==> src/rtl/ctrl_unit_q_if.sv <==
// Host-command and engine-handshake bundle for ctrl_unit_q.
// The slave modport is the control unit. The master modport is the host/engine side.
interface ctrl_unit_q_if #(
  parameter int unsigned RF_ADDR_W      = 10,
  parameter int unsigned CMD_FIFO_DEPTH = 8,
  parameter int unsigned NUM_EU         = 4
);
  localparam int unsigned LVL_W = $clog2(CMD_FIFO_DEPTH + 1);

  // host side
  logic [31:0]           h2f_io;
  logic                  h2f_write;
  logic                  err_clr;
  logic                  isrunning;
  logic [LVL_W-1:0]      fifo_level;
  logic                  err_overflow;
  logic                  err_badid;
  logic                  err_timeout;
  // load/store engine
  logic                  load_start;
  logic                  store_start;
  logic [31:0]           ldst_sdram_addr;
  logic [RF_ADDR_W-1:0]  ldst_rf_addr;
  logic [7:0]            ldst_line_num;
  logic                  ldst_done;
  // move engine
  logic                  move_start;
  logic [RF_ADDR_W-1:0]  move_src_addr;
  logic [RF_ADDR_W-1:0]  move_dst_addr;
  logic [7:0]            move_line_num;
  logic                  move_done;
  // execution units
  logic [NUM_EU-1:0]     eu_fetch;
  logic [NUM_EU-1:0]     eu_exec;
  logic [23:0]           eu_fetch_addr;
  logic [NUM_EU-1:0]     eu_done;

  modport slave (
    input  h2f_io, h2f_write, err_clr, ldst_done, move_done, eu_done,
    output isrunning, fifo_level, err_overflow, err_badid, err_timeout,
           load_start, store_start, ldst_sdram_addr, ldst_rf_addr, ldst_line_num,
           move_start, move_src_addr, move_dst_addr, move_line_num,
           eu_fetch, eu_exec, eu_fetch_addr
  );

  modport master (
    output h2f_io, h2f_write, err_clr, ldst_done, move_done, eu_done,
    input  isrunning, fifo_level, err_overflow, err_badid, err_timeout,
           load_start, store_start, ldst_sdram_addr, ldst_rf_addr, ldst_line_num,
           move_start, move_src_addr, move_dst_addr, move_line_num,
           eu_fetch, eu_exec, eu_fetch_addr
  );
endinterface

==> src/rtl/ctrl_unit_q.sv <==
// Queued host-command control unit: FIFO-buffered 32b commands dispatched one at a
// time to load/store, move and NUM_EU execution-unit engines.
// Optional macro CU_TIMEOUT_EN enables the WAIT watchdog (err_timeout).
module ctrl_unit_q #(
  parameter int unsigned RF_ADDR_W      = 10,
  parameter int unsigned CMD_FIFO_DEPTH = 8,
  parameter int unsigned NUM_EU         = 4,
  parameter logic [31:0] SDRAM_BASE     = 32'h0,
  parameter int unsigned SDRAM_SHIFT    = 10,
  parameter int unsigned TIMEOUT_CYCLES = 4096
) (
  input logic          clk,
  input logic          rst,
  ctrl_unit_q_if.slave bus
);
  localparam int unsigned PTR_W = $clog2(CMD_FIFO_DEPTH);
  localparam int unsigned LVL_W = $clog2(CMD_FIFO_DEPTH + 1);

  typedef enum logic [1:0] {S_IDLE, S_ISSUE, S_WAIT} state_t;
  typedef enum logic [1:0] {OP_LOAD = 2'b00, OP_STORE = 2'b01,
                            OP_MOVE = 2'b10, OP_EU    = 2'b11} op_t;

  logic [31:0]          mem_q [CMD_FIFO_DEPTH];
  logic [PTR_W-1:0]     wr_ptr_q, rd_ptr_q;
  logic [LVL_W-1:0]     count_q;
  logic                 full, empty, push, pop;

  state_t               state_q, state_d;
  logic [31:0]          cmd_q;
  op_t                  op, wait_op_q, wait_op_d;
  logic [7:0]           lines;
  logic [4:0]           eu_id;
  logic                 id_ok, done_hit;
  logic [NUM_EU-1:0]    eu_onehot, eu_sel_q, eu_sel_d;

  logic                 load_q, load_d, store_q, store_d, move_q, move_d;
  logic [NUM_EU-1:0]    fetch_q, fetch_d, exec_q, exec_d;
  logic [31:0]          sdram_q, sdram_d;
  logic [RF_ADDR_W-1:0] ldst_rf_q, ldst_rf_d, src_q, src_d, dst_q, dst_d;
  logic [7:0]           ldst_lines_q, ldst_lines_d, move_lines_q, move_lines_d;
  logic [23:0]          faddr_q, faddr_d;
  logic                 ovf_q, badid_q, badid_set;
`ifdef CU_TIMEOUT_EN
  localparam int unsigned CNT_W = $clog2(TIMEOUT_CYCLES + 1);
  logic [CNT_W-1:0]     wait_cnt_q, wait_cnt_d;
  logic                 tmo_q, tmo_set;
`endif

  assign full  = (count_q == LVL_W'(CMD_FIFO_DEPTH));
  assign empty = (count_q == '0);
  assign push  = bus.h2f_write && !full;
  assign pop   = (state_q == S_IDLE) && !empty;

  assign op        = op_t'(cmd_q[31:30]);
  assign lines     = cmd_q[7:0];
  assign eu_id     = cmd_q[28:24];
  assign id_ok     = ({27'b0, eu_id} < NUM_EU);
  assign eu_onehot = id_ok ? (NUM_EU'(1) << eu_id) : '0;

  // FIFO storage; contents need no reset since the pointers define validity
  always_ff @(posedge clk) begin
    if (push) mem_q[wr_ptr_q] <= bus.h2f_io;
  end

  // FIFO pointers and occupancy
  always_ff @(posedge clk) begin
    if (rst) begin
      wr_ptr_q <= '0;
      rd_ptr_q <= '0;
      count_q  <= '0;
    end else begin
      if (push) wr_ptr_q <= wr_ptr_q + PTR_W'(1);
      if (pop)  rd_ptr_q <= rd_ptr_q + PTR_W'(1);
      case ({push, pop})
        2'b10:   count_q <= count_q + LVL_W'(1);
        2'b01:   count_q <= count_q - LVL_W'(1);
        default: count_q <= count_q;
      endcase
    end
  end

  // Completion only from the engine currently being waited on
  always_comb begin
    done_hit = 1'b0;
    case (wait_op_q)
      OP_LOAD, OP_STORE: done_hit = bus.ldst_done;
      OP_MOVE:           done_hit = bus.move_done;
      default:           done_hit = |(bus.eu_done & eu_sel_q);
    endcase
  end

  // Dispatcher next state; pulses/fields are registered when leaving ISSUE,
  // so the pulse cycle is the first WAIT cycle and done is sampled there too
  always_comb begin
    state_d      = state_q;
    wait_op_d    = wait_op_q;
    eu_sel_d     = eu_sel_q;
    load_d       = 1'b0;
    store_d      = 1'b0;
    move_d       = 1'b0;
    fetch_d      = '0;
    exec_d       = '0;
    sdram_d      = sdram_q;
    ldst_rf_d    = ldst_rf_q;
    ldst_lines_d = ldst_lines_q;
    src_d        = src_q;
    dst_d        = dst_q;
    move_lines_d = move_lines_q;
    faddr_d      = faddr_q;
    badid_set    = 1'b0;
`ifdef CU_TIMEOUT_EN
    wait_cnt_d   = '0;
    tmo_set      = 1'b0;
`endif
    case (state_q)
      S_IDLE: if (!empty) state_d = S_ISSUE;
      S_ISSUE: begin
        state_d   = S_IDLE;
        wait_op_d = op;
        case (op)
          OP_LOAD, OP_STORE: begin
            sdram_d      = SDRAM_BASE + (32'(cmd_q[20:8]) << SDRAM_SHIFT);
            ldst_rf_d    = RF_ADDR_W'(cmd_q[29:21]);
            ldst_lines_d = lines;
            if (lines != '0) begin
              load_d  = (op == OP_LOAD);
              store_d = (op == OP_STORE);
              state_d = S_WAIT;
            end
          end
          OP_MOVE: begin
            src_d        = RF_ADDR_W'(cmd_q[29:20]);
            dst_d        = RF_ADDR_W'(cmd_q[19:10]);
            move_lines_d = lines;
            if (lines != '0) begin
              move_d  = 1'b1;
              state_d = S_WAIT;
            end
          end
          default: begin
            if (!id_ok) begin
              badid_set = 1'b1;
            end else if (cmd_q[29]) begin
              exec_d   = eu_onehot;
              eu_sel_d = eu_onehot;
              state_d  = S_WAIT;
            end else begin
              fetch_d = eu_onehot;
              faddr_d = cmd_q[23:0];
            end
          end
        endcase
      end
      S_WAIT: begin
        if (done_hit) begin
          state_d = S_IDLE;
        end
`ifdef CU_TIMEOUT_EN
        else if (wait_cnt_q == CNT_W'(TIMEOUT_CYCLES - 1)) begin
          state_d = S_IDLE;
          tmo_set = 1'b1;
        end else begin
          wait_cnt_d = wait_cnt_q + CNT_W'(1);
        end
`endif
      end
      default: state_d = S_IDLE;
    endcase
  end

  // Dispatcher registers, output pulses/fields and sticky error flags
  always_ff @(posedge clk) begin
    if (rst) begin
      state_q      <= S_IDLE;
      cmd_q        <= '0;
      wait_op_q    <= OP_LOAD;
      eu_sel_q     <= '0;
      load_q       <= 1'b0;
      store_q      <= 1'b0;
      move_q       <= 1'b0;
      fetch_q      <= '0;
      exec_q       <= '0;
      sdram_q      <= '0;
      ldst_rf_q    <= '0;
      ldst_lines_q <= '0;
      src_q        <= '0;
      dst_q        <= '0;
      move_lines_q <= '0;
      faddr_q      <= '0;
      ovf_q        <= 1'b0;
      badid_q      <= 1'b0;
`ifdef CU_TIMEOUT_EN
      wait_cnt_q   <= '0;
      tmo_q        <= 1'b0;
`endif
    end else begin
      state_q      <= state_d;
      if (pop) cmd_q <= mem_q[rd_ptr_q];
      wait_op_q    <= wait_op_d;
      eu_sel_q     <= eu_sel_d;
      load_q       <= load_d;
      store_q      <= store_d;
      move_q       <= move_d;
      fetch_q      <= fetch_d;
      exec_q       <= exec_d;
      sdram_q      <= sdram_d;
      ldst_rf_q    <= ldst_rf_d;
      ldst_lines_q <= ldst_lines_d;
      src_q        <= src_d;
      dst_q        <= dst_d;
      move_lines_q <= move_lines_d;
      faddr_q      <= faddr_d;
      ovf_q        <= (ovf_q & ~bus.err_clr) | (bus.h2f_write & full);
      badid_q      <= (badid_q & ~bus.err_clr) | badid_set;
`ifdef CU_TIMEOUT_EN
      wait_cnt_q   <= wait_cnt_d;
      tmo_q        <= (tmo_q & ~bus.err_clr) | tmo_set;
`endif
    end
  end

  assign bus.isrunning       = !empty || (state_q != S_IDLE);
  assign bus.fifo_level      = count_q;
  assign bus.err_overflow    = ovf_q;
  assign bus.err_badid       = badid_q;
`ifdef CU_TIMEOUT_EN
  assign bus.err_timeout     = tmo_q;
`else
  assign bus.err_timeout     = 1'b0;
`endif
  assign bus.load_start      = load_q;
  assign bus.store_start     = store_q;
  assign bus.ldst_sdram_addr = sdram_q;
  assign bus.ldst_rf_addr    = ldst_rf_q;
  assign bus.ldst_line_num   = ldst_lines_q;
  assign bus.move_start      = move_q;
  assign bus.move_src_addr   = src_q;
  assign bus.move_dst_addr   = dst_q;
  assign bus.move_line_num   = move_lines_q;
  assign bus.eu_fetch        = fetch_q;
  assign bus.eu_exec         = exec_q;
  assign bus.eu_fetch_addr   = faddr_q;
endmodule

==> src/flat_wrapper.sv <==
// flat-port wrapper written by rule: the top's interface ports become plain ports
module ctrl_unit_q_flat 
#(
  parameter int unsigned RF_ADDR_W      = 10,
  parameter int unsigned CMD_FIFO_DEPTH = 8,
  parameter int unsigned NUM_EU         = 4,
  parameter logic [31:0] SDRAM_BASE     = 32'h0,
  parameter int unsigned SDRAM_SHIFT    = 10,
  parameter int unsigned TIMEOUT_CYCLES = 4096
)
  (clk, rst, bus_h2f_io, bus_h2f_write, bus_err_clr, bus_ldst_done, bus_move_done, bus_eu_done, bus_isrunning, bus_fifo_level, bus_err_overflow, bus_err_badid, bus_err_timeout, bus_load_start, bus_store_start, bus_ldst_sdram_addr, bus_ldst_rf_addr, bus_ldst_line_num, bus_move_start, bus_move_src_addr, bus_move_dst_addr, bus_move_line_num, bus_eu_fetch, bus_eu_exec, bus_eu_fetch_addr);
  ctrl_unit_q_if #(.RF_ADDR_W(RF_ADDR_W), .CMD_FIFO_DEPTH(CMD_FIFO_DEPTH), .NUM_EU(NUM_EU)) bus_i ();
  input logic clk;
  input logic rst;
  input wire logic [$bits(bus_i.h2f_io)-1:0] bus_h2f_io;
  input wire logic [$bits(bus_i.h2f_write)-1:0] bus_h2f_write;
  input wire logic [$bits(bus_i.err_clr)-1:0] bus_err_clr;
  input wire logic [$bits(bus_i.ldst_done)-1:0] bus_ldst_done;
  input wire logic [$bits(bus_i.move_done)-1:0] bus_move_done;
  input wire logic [$bits(bus_i.eu_done)-1:0] bus_eu_done;
  output wire logic [$bits(bus_i.isrunning)-1:0] bus_isrunning;
  output wire logic [$bits(bus_i.fifo_level)-1:0] bus_fifo_level;
  output wire logic [$bits(bus_i.err_overflow)-1:0] bus_err_overflow;
  output wire logic [$bits(bus_i.err_badid)-1:0] bus_err_badid;
  output wire logic [$bits(bus_i.err_timeout)-1:0] bus_err_timeout;
  output wire logic [$bits(bus_i.load_start)-1:0] bus_load_start;
  output wire logic [$bits(bus_i.store_start)-1:0] bus_store_start;
  output wire logic [$bits(bus_i.ldst_sdram_addr)-1:0] bus_ldst_sdram_addr;
  output wire logic [$bits(bus_i.ldst_rf_addr)-1:0] bus_ldst_rf_addr;
  output wire logic [$bits(bus_i.ldst_line_num)-1:0] bus_ldst_line_num;
  output wire logic [$bits(bus_i.move_start)-1:0] bus_move_start;
  output wire logic [$bits(bus_i.move_src_addr)-1:0] bus_move_src_addr;
  output wire logic [$bits(bus_i.move_dst_addr)-1:0] bus_move_dst_addr;
  output wire logic [$bits(bus_i.move_line_num)-1:0] bus_move_line_num;
  output wire logic [$bits(bus_i.eu_fetch)-1:0] bus_eu_fetch;
  output wire logic [$bits(bus_i.eu_exec)-1:0] bus_eu_exec;
  output wire logic [$bits(bus_i.eu_fetch_addr)-1:0] bus_eu_fetch_addr;
  assign bus_i.h2f_io = bus_h2f_io;
  assign bus_i.h2f_write = bus_h2f_write;
  assign bus_i.err_clr = bus_err_clr;
  assign bus_i.ldst_done = bus_ldst_done;
  assign bus_i.move_done = bus_move_done;
  assign bus_i.eu_done = bus_eu_done;
  assign bus_isrunning = bus_i.isrunning;
  assign bus_fifo_level = bus_i.fifo_level;
  assign bus_err_overflow = bus_i.err_overflow;
  assign bus_err_badid = bus_i.err_badid;
  assign bus_err_timeout = bus_i.err_timeout;
  assign bus_load_start = bus_i.load_start;
  assign bus_store_start = bus_i.store_start;
  assign bus_ldst_sdram_addr = bus_i.ldst_sdram_addr;
  assign bus_ldst_rf_addr = bus_i.ldst_rf_addr;
  assign bus_ldst_line_num = bus_i.ldst_line_num;
  assign bus_move_start = bus_i.move_start;
  assign bus_move_src_addr = bus_i.move_src_addr;
  assign bus_move_dst_addr = bus_i.move_dst_addr;
  assign bus_move_line_num = bus_i.move_line_num;
  assign bus_eu_fetch = bus_i.eu_fetch;
  assign bus_eu_exec = bus_i.eu_exec;
  assign bus_eu_fetch_addr = bus_i.eu_fetch_addr;
  ctrl_unit_q #(.RF_ADDR_W(RF_ADDR_W), .CMD_FIFO_DEPTH(CMD_FIFO_DEPTH), .NUM_EU(NUM_EU), .SDRAM_BASE(SDRAM_BASE), .SDRAM_SHIFT(SDRAM_SHIFT), .TIMEOUT_CYCLES(TIMEOUT_CYCLES)) u_core (.clk(clk), .rst(rst), .bus(bus_i));
endmodule
==> config.mk <==
export PLATFORM = sky130hd
export DESIGN_NAME = ctrl_unit_q_flat
export DESIGN_NICKNAME = d
export VERILOG_FILES = /design/src/rtl/ctrl_unit_q_if.sv /design/src/rtl/ctrl_unit_q.sv /design/src/flat_wrapper.sv
export SDC_FILE = /design/constraint.sdc
export NUM_CORES = 1
export LEC_CHECK = 0
export ABC_AREA = 1
export CAP_MARGIN = 20
export CORE_MARGIN = 2
export CORE_UTILIZATION = 55
export DETAILED_ROUTE_END_ITERATION = 6
export GPL_TIMING_DRIVEN = 0
export PLACE_DENSITY = 0.78
export SKIP_CTS_REPAIR_TIMING = 1
export SYNTH_ARGS = -nofsm -noshare
export SYNTH_HDL_FRONTEND = slang
export SYNTH_SLANG_ARGS = --single-unit
==> constraint.sdc <==
create_clock -name clk -period 6.5 [get_ports clk]
set_input_delay 0.65 -clock clk [delete_from_list [all_inputs] [get_ports clk]]
set_output_delay 0.65 -clock clk [all_outputs]
set_load 0.05 [all_outputs]
# == Word-level counts from Yosys, hierarchy flattened ==
# Memories as Yosys holds them, arrays and structs flattened. A register that Yosys moved wholly into a read port is not among the register bits.
# Cells that the tools add are included.
# op_classes
order_cmp,1
multipliers,0
n_reduce_logical,25
n_addsub,4
n_div,0
n_eq_ne,11
mux,15
n_shift,1
bitwise_logic,14
# op_table
operator,count
OR reduction 7 bit,2
two-way mux 2 bit,6
== test 2 x 1 -> 1 bit (second input constant),4
== test 2 bit (second input constant),4
inverter 1 bit,8
one-hot mux 4 bit (2 select lines),1
AND reduction 4 bit,2
nonzero test 8 bit,1
OR reduction 4 bit,2
adder 3 x 1 -> 3 bit (second input constant),2
zero test 2 bit,3
two-way mux 1 bit,6
one-hot mux 2 bit (3 select lines),1
AND reduction 2 bit,3
OR reduction 3 bit,2
< comparator 5 x 3 -> 1 bit (second input constant),1
left shift 1 x 5 -> 4 bit (first input constant),1
adder 4 x 1 -> 4 bit (second input constant),1
bitwise AND 4 bit,1
== test 4 bit (second input constant),1
zero test 4 bit,1
nonzero test 2 bit,2
OR reduction 2 bit,2
subtractor 4 x 1 -> 4 bit (second input constant),1
8 further kinds,13
# totals
reg_bits,113
input_bits,42
latchBits,0
word_cells,92
ramBits,256
out_inout_bits,121
n_memories,1
rom_bits,0
# mem_list
name,depth,word_bits,read_ports,rd_ports_with_merged_regs,write_ports,line,text
u_core.mem_q,8,32,1,1,1,ctrl_unit_q.sv:23,logic [31:0] mem_q [CMD_FIFO_DEPTH];

# == Logic depth before layout (Yosys ltp) ==
# Gate-level depths: netlist (run 1).
# depth
ltp_word,5
ltp_mapped,14

# == Least setup slack after synthesis (run 1) ==
# OpenSTA, ideal clock, no wires.
# synth_timing
path_kind,register to register
start,reg u_core.count_q[0] (netlist: u_core.bus.fifo_level[0])
end,mem u_core.mem_q[0][0] (enable)
setup_slack_ns,3.410
t_required_ns,6.079
period_less_slack_ns,3.090
path_stages_with_launch,9
t_arrival_ns,2.669
path_cell_list,dfxtp_1 > nor2_1 > nand2_1 > inv_1 > nand2_1 > nand2_1 > inv_1 > nand2_1 > nor2_1
# synth_between
elab_chain_cells,5
# synth_rtl
element,line,text
"start, declared",ctrl_unit_q.sv:25,logic [LVL_W-1:0] count_q;
"start signal, assigned",ctrl_unit_q.sv:75,2'b10: count_q <= count_q + LVL_W'(1);
"start signal, assigned",ctrl_unit_q.sv:76,2'b01: count_q <= count_q - LVL_W'(1);
"start signal, assigned",ctrl_unit_q.sv:77,default: count_q <= count_q;
== test 4 bit,ctrl_unit_q.sv:49,assign full = (count_q == LVL_W'(CMD_FIFO_DEPTH));
zero test 1 bit,ctrl_unit_q.sv:51,assign push = bus.h2f_write && !full;
logical AND 1 bit,ctrl_unit_q.sv:51,
two-way mux 1 bit,ctrl_unit_q.sv:62,if (push) mem_q[wr_ptr_q] <= bus.h2f_io;
two-way mux 1 bit (implied by the code),ctrl_unit_q.sv:62,
"end, declared",ctrl_unit_q.sv:23,
# No other way between the ends.

# == Worst setup path in the final report (run 1) ==
# layout_timing
start,reg u_core.count_q[1] (netlist: u_core.bus.fifo_level[1])
end,out bus_isrunning
# layout_between
elab_chain_cells,3
# layout_rtl
element,line,text
zero test 4 bit,ctrl_unit_q.sv:50,assign empty = (count_q == '0);
zero test 1 bit,ctrl_unit_q.sv:222,assign bus.isrunning = !empty || (state_q != S_IDLE);
logical OR 1 bit,ctrl_unit_q.sv:222,
"end, declared",flat_wrapper.sv:21,output wire logic [$bits(bus_i.isrunning)-1:0] bus_isrunning;
# No other way between the ends.

==> impl_metrics.env, run 1 <==
export IMPL_status="complete, no violations"
export IMPL_areaGrowthSynthToFinish_pct=23.3
export IMPL_core_um2=27800
export IMPL_report_final_slew_viol_count=0
export IMPL_cp_end_kind="primary output"
export IMPL_firstDrtPassIters=5
export IMPL_cts_buffers=40
export IMPL_ff2ff_path_depth=12
export IMPL_antenna_found_initial=2
export IMPL_arrival_ns=2.06
export IMPL_grt_overflow=0
export IMPL_slowest_delay_ns=0.80
export IMPL_report_final_setup_viol=0
export IMPL_worst_pin_slew_ns=0.774
export IMPL_synthCells=1530
export IMPL_drtAntennaViolNets=0
export IMPL_design_power_total_mw=7.89
export IMPL_start_util_pct=56.0
export IMPL_finalSetupTns_ns=0
export IMPL_wl_um=39800
export IMPL_power_density_nw_per_um2=412
export IMPL_chipWidth_um=172
export IMPL_gp_congestion=0.878
export IMPL_critical_path_slowest_cell="clkdlybuf4s50_1"
export IMPL_relSlewSlack_pct=48.4
export IMPL_io_pins=163
export IMPL_rsz0062_at_grt="false"
export IMPL_holdPathStages=2
export IMPL_clockBufferDepth=3
export IMPL_cts_root_buf="clkbuf_16"
export IMPL_hp_class="primary input to register"
export IMPL_max_freq_mhz=370
export IMPL_whs_endpoint="u_core.state_q[0]"
export IMPL_track_usage_pct=27.1
export IMPL_drv_cap=0
export IMPL_grt_pass1_vias=11300
export IMPL_htreeDepth=2
export IMPL_start_kind="register"
export IMPL_post_route_period_util_pct=41.6
export IMPL_wl_per_cell_um=18.5
export IMPL_crit_type="register to primary output"
export IMPL_rows=61
export IMPL_rr_startpoint="u_core.bus.fifo_level[0]"
export IMPL_peakVddDrop_v=0.000239
export IMPL_r2r_setup_slack_ns=3.91
export IMPL_r2r_end="u_core.bus.fifo_level[2]"
export IMPL_fin_nets=1787
export IMPL_grt_max_degree=25
export IMPL_grt_pass1_wl_um=60900
export IMPL_clkTransAtPathRegs_ns=0.06
export IMPL_critical_path_max_fanout=5
export IMPL_synth_cell_types=28
export IMPL_clock_latency_ns=0.55
export IMPL_fin_crit_ns=2.71
export IMPL_syn_avg_cell_area_um2=10.2
export IMPL_yosysSeqAreaShare_pct=68.1
export IMPL_port_buffers=140
export IMPL_p_leak_nw=7.42
export IMPL_drt_iter0_markers=1208
export IMPL_holdCritStartpoint="rst"
export IMPL_drive_gt1_share_pct=9.09
export IMPL_drc=0
export IMPL_cts_sinks=401
export IMPL_ys_ff_latch=401
export IMPL_yosys_warnings=0
export IMPL_vias=11700
export IMPL_dieArea_um2=29600
export IMPL_hold_viol_final=0
export IMPL_cts_tree="built"
export IMPL_finalClockSkew_ns=0.0215
export IMPL_required_ns=5.85
export IMPL_dp_hpwl_um=27000
export IMPL_via_per_inst=5.43
export IMPL_syn_area_um2=15600
export IMPL_fp_dieH_um=172
export IMPL_path_cells="nor2_1 > nand2_1 > inv_1 > nand3b_1 > clkdlybuf4s50_1"
final cells by class:
class	count	area, um^2
diodes	1	2.50
clock buffers	47	1120
repair buffers	148	1590
well taps	378	473
multi-input cells	948	4180
inverters	96	360
fillers	1983	8610
flip-flops and latches	401	10600
plain buffers	105	558
clock inverters	26	294
power breakdown:
group          internal (mW)  switching, mW  total (mW)  leakage [nW]
Sequential              2.96          0.126        3.08          3.50
Clock                   1.48          0.980        2.46         0.693
Combinational          0.662           1.69        2.35          3.22
cells by family after synthesis:
| logic type | synth area share [%] |
|---|---|
| buffers and inverters | 5.90 |
| and+or+nand+nor | 17.4 |
| xor gates and xnor gates | 0.169 |
| other | 0.0241 |
| DFF | 68.1 |
| adders and majority gates | 0.402 |
| AOI/OAI and AO/OA | 7.98 |
metal layers:
metal | vias up | part of all wire [%] | wire length [um] | GRT usage, %
li1 | 5482 | - | - | -
met1 | 5440 | 40 | 15900 | 34.8
met2 | 654 | 47 | 18600 | 45.2
met3 | 101 | 9.8 | 3920 | 5.42
met4 | 2 | 3.5 | 1380 | 11.2
met5 | - | 0.033 | 13 | 0
worst max-delay path: cells and delay by family, from the launching register on:
kind,cells,cell delay [ns]
buffers and inverters,2,0.88
flip-flops,1,0.40
AND/OR/NAND/NOR,3,0.25
worst max-delay path by stage:
stage / startpoint / endpoint / slack [ns] / cells after the start
6_report: u_core.bus.fifo_level[1] / bus_isrunning / 3.79 / 5
3_5_place_dp: bus_h2f_write / u_core.mem_q[4][17] / 3.67 / 6
5_1_grt: u_core.bus.fifo_level[0] / u_core.bus.fifo_level[3] / 3.68 / 14
4_1_cts: u_core.bus.fifo_level[1] / bus_isrunning / 3.78 / 5
3_3_place_gp: bus_h2f_write / u_core.mem_q[0][20] / 1.78 / 5
2_1_floorplan: u_core.bus.fifo_level[0] / u_core.mem_q[0][0] / 3.41 / 8
cell usage in the layout, fill, tap and decap left out, types with 2 or more instances in the layout:
cell,Yosys,routed
a21oi_1,76,76
buf_1,5,5
buf_12,0,4
buf_16,0,4
buf_2,44,44
buf_4,25,25
buf_6,2,2
bufinv_16,0,6
clkbuf_1,29,30
clkbuf_16,0,43
clkbuf_8,0,3
clkdlybuf4s50_1,0,140
clkinv_1,1,7
clkinv_2,0,6
clkinvlp_4,0,3
conb_1,1,21
dfxtp_1,145,145
edfxtp_1,256,256
ha_1,5,5
inv_1,93,93
inv_2,2,2
inv_4,0,2
inv_6,0,3
nand2_1,400,400
nand2_2,2,2
nand3_1,83,83
nor2_1,190,182
nor2_2,2,2
nor2_4,0,8
nor3_1,2,2
o211ai_1,9,9
o21ai_0,120,120
o22ai_1,30,30
xor2_1,3,3
synthesized netlist by cell type (all sizes together):
master	instances	share of area [%]
dfxtp	145	19
o211ai	9	0.43
buf	76	2.9
o22ai	30	1.2
nor4	1	0.14
edfxtp	256	49
inv	95	2.3
ha	5	0.40
nor3	3	0.13
clkinv	1	0.024
o21ai	121	3.9
nand4	1	0.040
nor2	192	4.7
conb	1	0.024
xor2	3	0.17
nand3b	1	0.048
nand2	402	9.7
a21oi	76	2.4
clkbuf	29	0.70
nand3	83	2.7
state kept, by name, summed over array words and instances (netlist names), 8 cells and up:
register,count
u_core.bus.ldst_rf_addr,9
u_core.cmd_q,32
u_core.mem_q,256
u_core.bus.ldst_line_num,8
u_core.bus.ldst_sdram_addr,13
u_core.bus.move_line_num,8
u_core.bus.move_dst_addr,10
u_core.bus.eu_fetch_addr,24
u_core.bus.move_src_addr,10
stage by stage:
step	setup slack [ns]	util [%]	hold WS (ns)	instance area [um^2]	std cells
2_1_floorplan	3.41	-	0.444	15600	1550
6_report	3.79	69.0	0.456	19200	2150
3_5_place_dp	3.67	63.9	0.454	17800	2076
3_3_place_gp	1.78	63.0	0.451	17500	2068
4_1_cts	3.78	69.0	0.440	19200	2149
5_1_grt	3.68	69.0	0.443	19200	2149
Note: power is estimated with default switching activity, not from simulation.
==> inputs of run 2 (changes only) <==
- clock period: 6.5 -> 2.8 ns (I/O delays scaled with it)
==> impl_metrics.env, run 2 (same netlist as run 1, synthesis figures left out) <==
export IMPL_firstDrtPassIters=7
export IMPL_post_route_period_util_pct=93.2
export IMPL_dpl_instance_area_um2=17800
export IMPL_fin_area_um2=19000
export IMPL_seqCellArea_um2=10600
export IMPL_wl_per_cell_um=18.8
export IMPL_worst_pin_slew_ns=0.820
export IMPL_chipWidth_um=172
export IMPL_start_kind="register"
export IMPL_slowest_delay_ns=0.35
export IMPL_finalSetupTns_ns=0
export IMPL_clockBufferDepth=3
export IMPL_fillCellCount=1954
export IMPL_track_usage_pct=26.9
export IMPL_critical_path_slowest_cell="o21ai_1"
export IMPL_fin_nets=1786
export IMPL_arrival_ns=3.03
export IMPL_vias=11800
export IMPL_required_ns=3.22
export IMPL_core_um2=27800
export IMPL_holdPathStages=2
export IMPL_start_util_pct=56.0
export IMPL_layout_commonest_cell="nand2_1"
export IMPL_dp_hpwl_um=27000
export IMPL_regMostFlops="u_core.mem_q"
export IMPL_critPathBufInv=2
export IMPL_wl_um=40300
export IMPL_via_per_inst=5.51
export IMPL_antenna_found_initial=1
export IMPL_largest_reg_flops=256
export IMPL_drt_iter0_markers=1207
export IMPL_multi_input_area_um2=4180
export IMPL_gp_congestion=0.839
export IMPL_report_final_setup_viol=0
export IMPL_r2r_setup_slack_ns=0.19
export IMPL_path_common_cell="nand2_1"
export IMPL_rows=61
export IMPL_dieArea_um2=29600
export IMPL_ff2ff_path_depth=12
export IMPL_power_density_nw_per_um2=938
export IMPL_rsz0062_at_grt="false"
export IMPL_grt_max_degree=26
export IMPL_path_cells="nor2_1 > nand2_1 > o21ai_1 > clkinv_1 > buf_2 > ha_1 > nand2_1 > nand2_1 > ha_1 > a21oi_1 > xor2_1 > a21oi_1"
export IMPL_cts_tree="built"
export IMPL_drtAntennaViolNets=0
export IMPL_cts_buffers=39
export IMPL_fp_dieH_um=172
export IMPL_hold_viol_final=0
export IMPL_drive_gt1_share_pct=8.54
export IMPL_report_final_slew_viol_count=0
export IMPL_cp_top_family="compound AO/OA/AOI/OAI gates"
export IMPL_clkTransAtPathRegs_ns=0.06
export IMPL_hp_class="primary input to register"
export IMPL_status="complete, no violations"
export IMPL_drc=0
export IMPL_grt_pass1_vias=11100
export IMPL_cp_end_kind="register"
export IMPL_relSlewSlack_pct=45.3
export IMPL_io_pins=163
export IMPL_areaGrowthSynthToFinish_pct=22.4
export IMPL_fin_crit_ns=2.61
export IMPL_htreeDepth=2
export IMPL_clock_latency_ns=0.53
export IMPL_critical_path_depth=12
export IMPL_peakVddDrop_v=0.000430
export IMPL_port_buffers=140
export IMPL_cts_sinks=401
export IMPL_final_cell_mix="400 x nand2_1, 256 x edfxtp_1, 182 x nor2_1"
export IMPL_grt_pass1_wl_um=59900
export IMPL_cts_root_buf="clkbuf_16"
export IMPL_drv_cap=0
export IMPL_crit_type="register to register"
export IMPL_p_leak_nw=7.36
export IMPL_max_freq_mhz=383
export IMPL_grt_overflow=0
export IMPL_finalClockSkew_ns=0.0166
export IMPL_critical_path_max_fanout=11
-- run 2: cell types whose count changed in the layout (fill, tap and decap cells not counted), moves of 2 or more --
cell        delta
bufinv_16      -4
clkbuf_1       +8
clkinvlp_4     -2
inv_6          -3
-- run 2: power by group --
group / switching, mW / internal, mW
clock: 2.16 / 3.06
combinational: 3.95 / 1.55
sequential: 0.285 / 6.86
total: 6.39 / 11.5
-- run 2: cell type report --
class                      instances  share of cell area, %
timing repair buffer             148                   8.40
clock buffer                      56                   6.07
multi-input combinational        948                   22.0
clock inverter                    14                  0.618
buffer                           105                   2.93
tap                              378                   2.48
inverter                          96                   1.89
sequential                       401                   55.6
antenna                            1                 0.0131
-- run 2: through the flow --
step	util (%)	hold slack [ns]	cells	setup slack (ns)	power, mW
3_5_place_dp	63.9	0.461	2076	0.186	12.6
5_1_grt	68.5	0.0795	2146	0.0351	18.6
6_report	68.5	0.0644	2147	0.190	17.9
3_3_place_gp	63.0	0.452	2068	-1.54	12.4
2_1_floorplan	-	0.379	1550	-0.290	10.7
4_1_cts	68.5	0.0640	2146	0.209	17.8
-- run 2: metal layers --
layer	GRT usage, %	routed length, um	part of all wire, %	vias to the layer above
met5	0	13	0.032	-
met1	34.9	15900	39	5547
met2	44.9	19000	47	692
met4	11.3	1450	3.6	2
li1	-	-	-	5482
met3	4.62	3960	9.8	117
-- run 2: worst register-to-register path: stages, from the launching register on --
cell	delay, ns
dfxtp_1	0.34
nor2_1	0.11
nand2_1	0.09
o21ai_1	0.35
clkinv_1	0.32
buf_2	0.28
ha_1	0.27
nand2_1	0.08
nand2_1	0.07
ha_1	0.18
a21oi_1	0.18
xor2_1	0.16
a21oi_1	0.07
-- run 2: worst paths after layout --
kind / startpoint / endpoint
setup / recovery: u_core.bus.fifo_level[0] / u_core.bus.fifo_level[2]
hold / removal: rst / u_core.bus.err_overflow
setup reg to reg: u_core.bus.fifo_level[0] / u_core.bus.fifo_level[2]
hold reg to reg: u_core.bus.err_overflow / u_core.bus.err_overflow
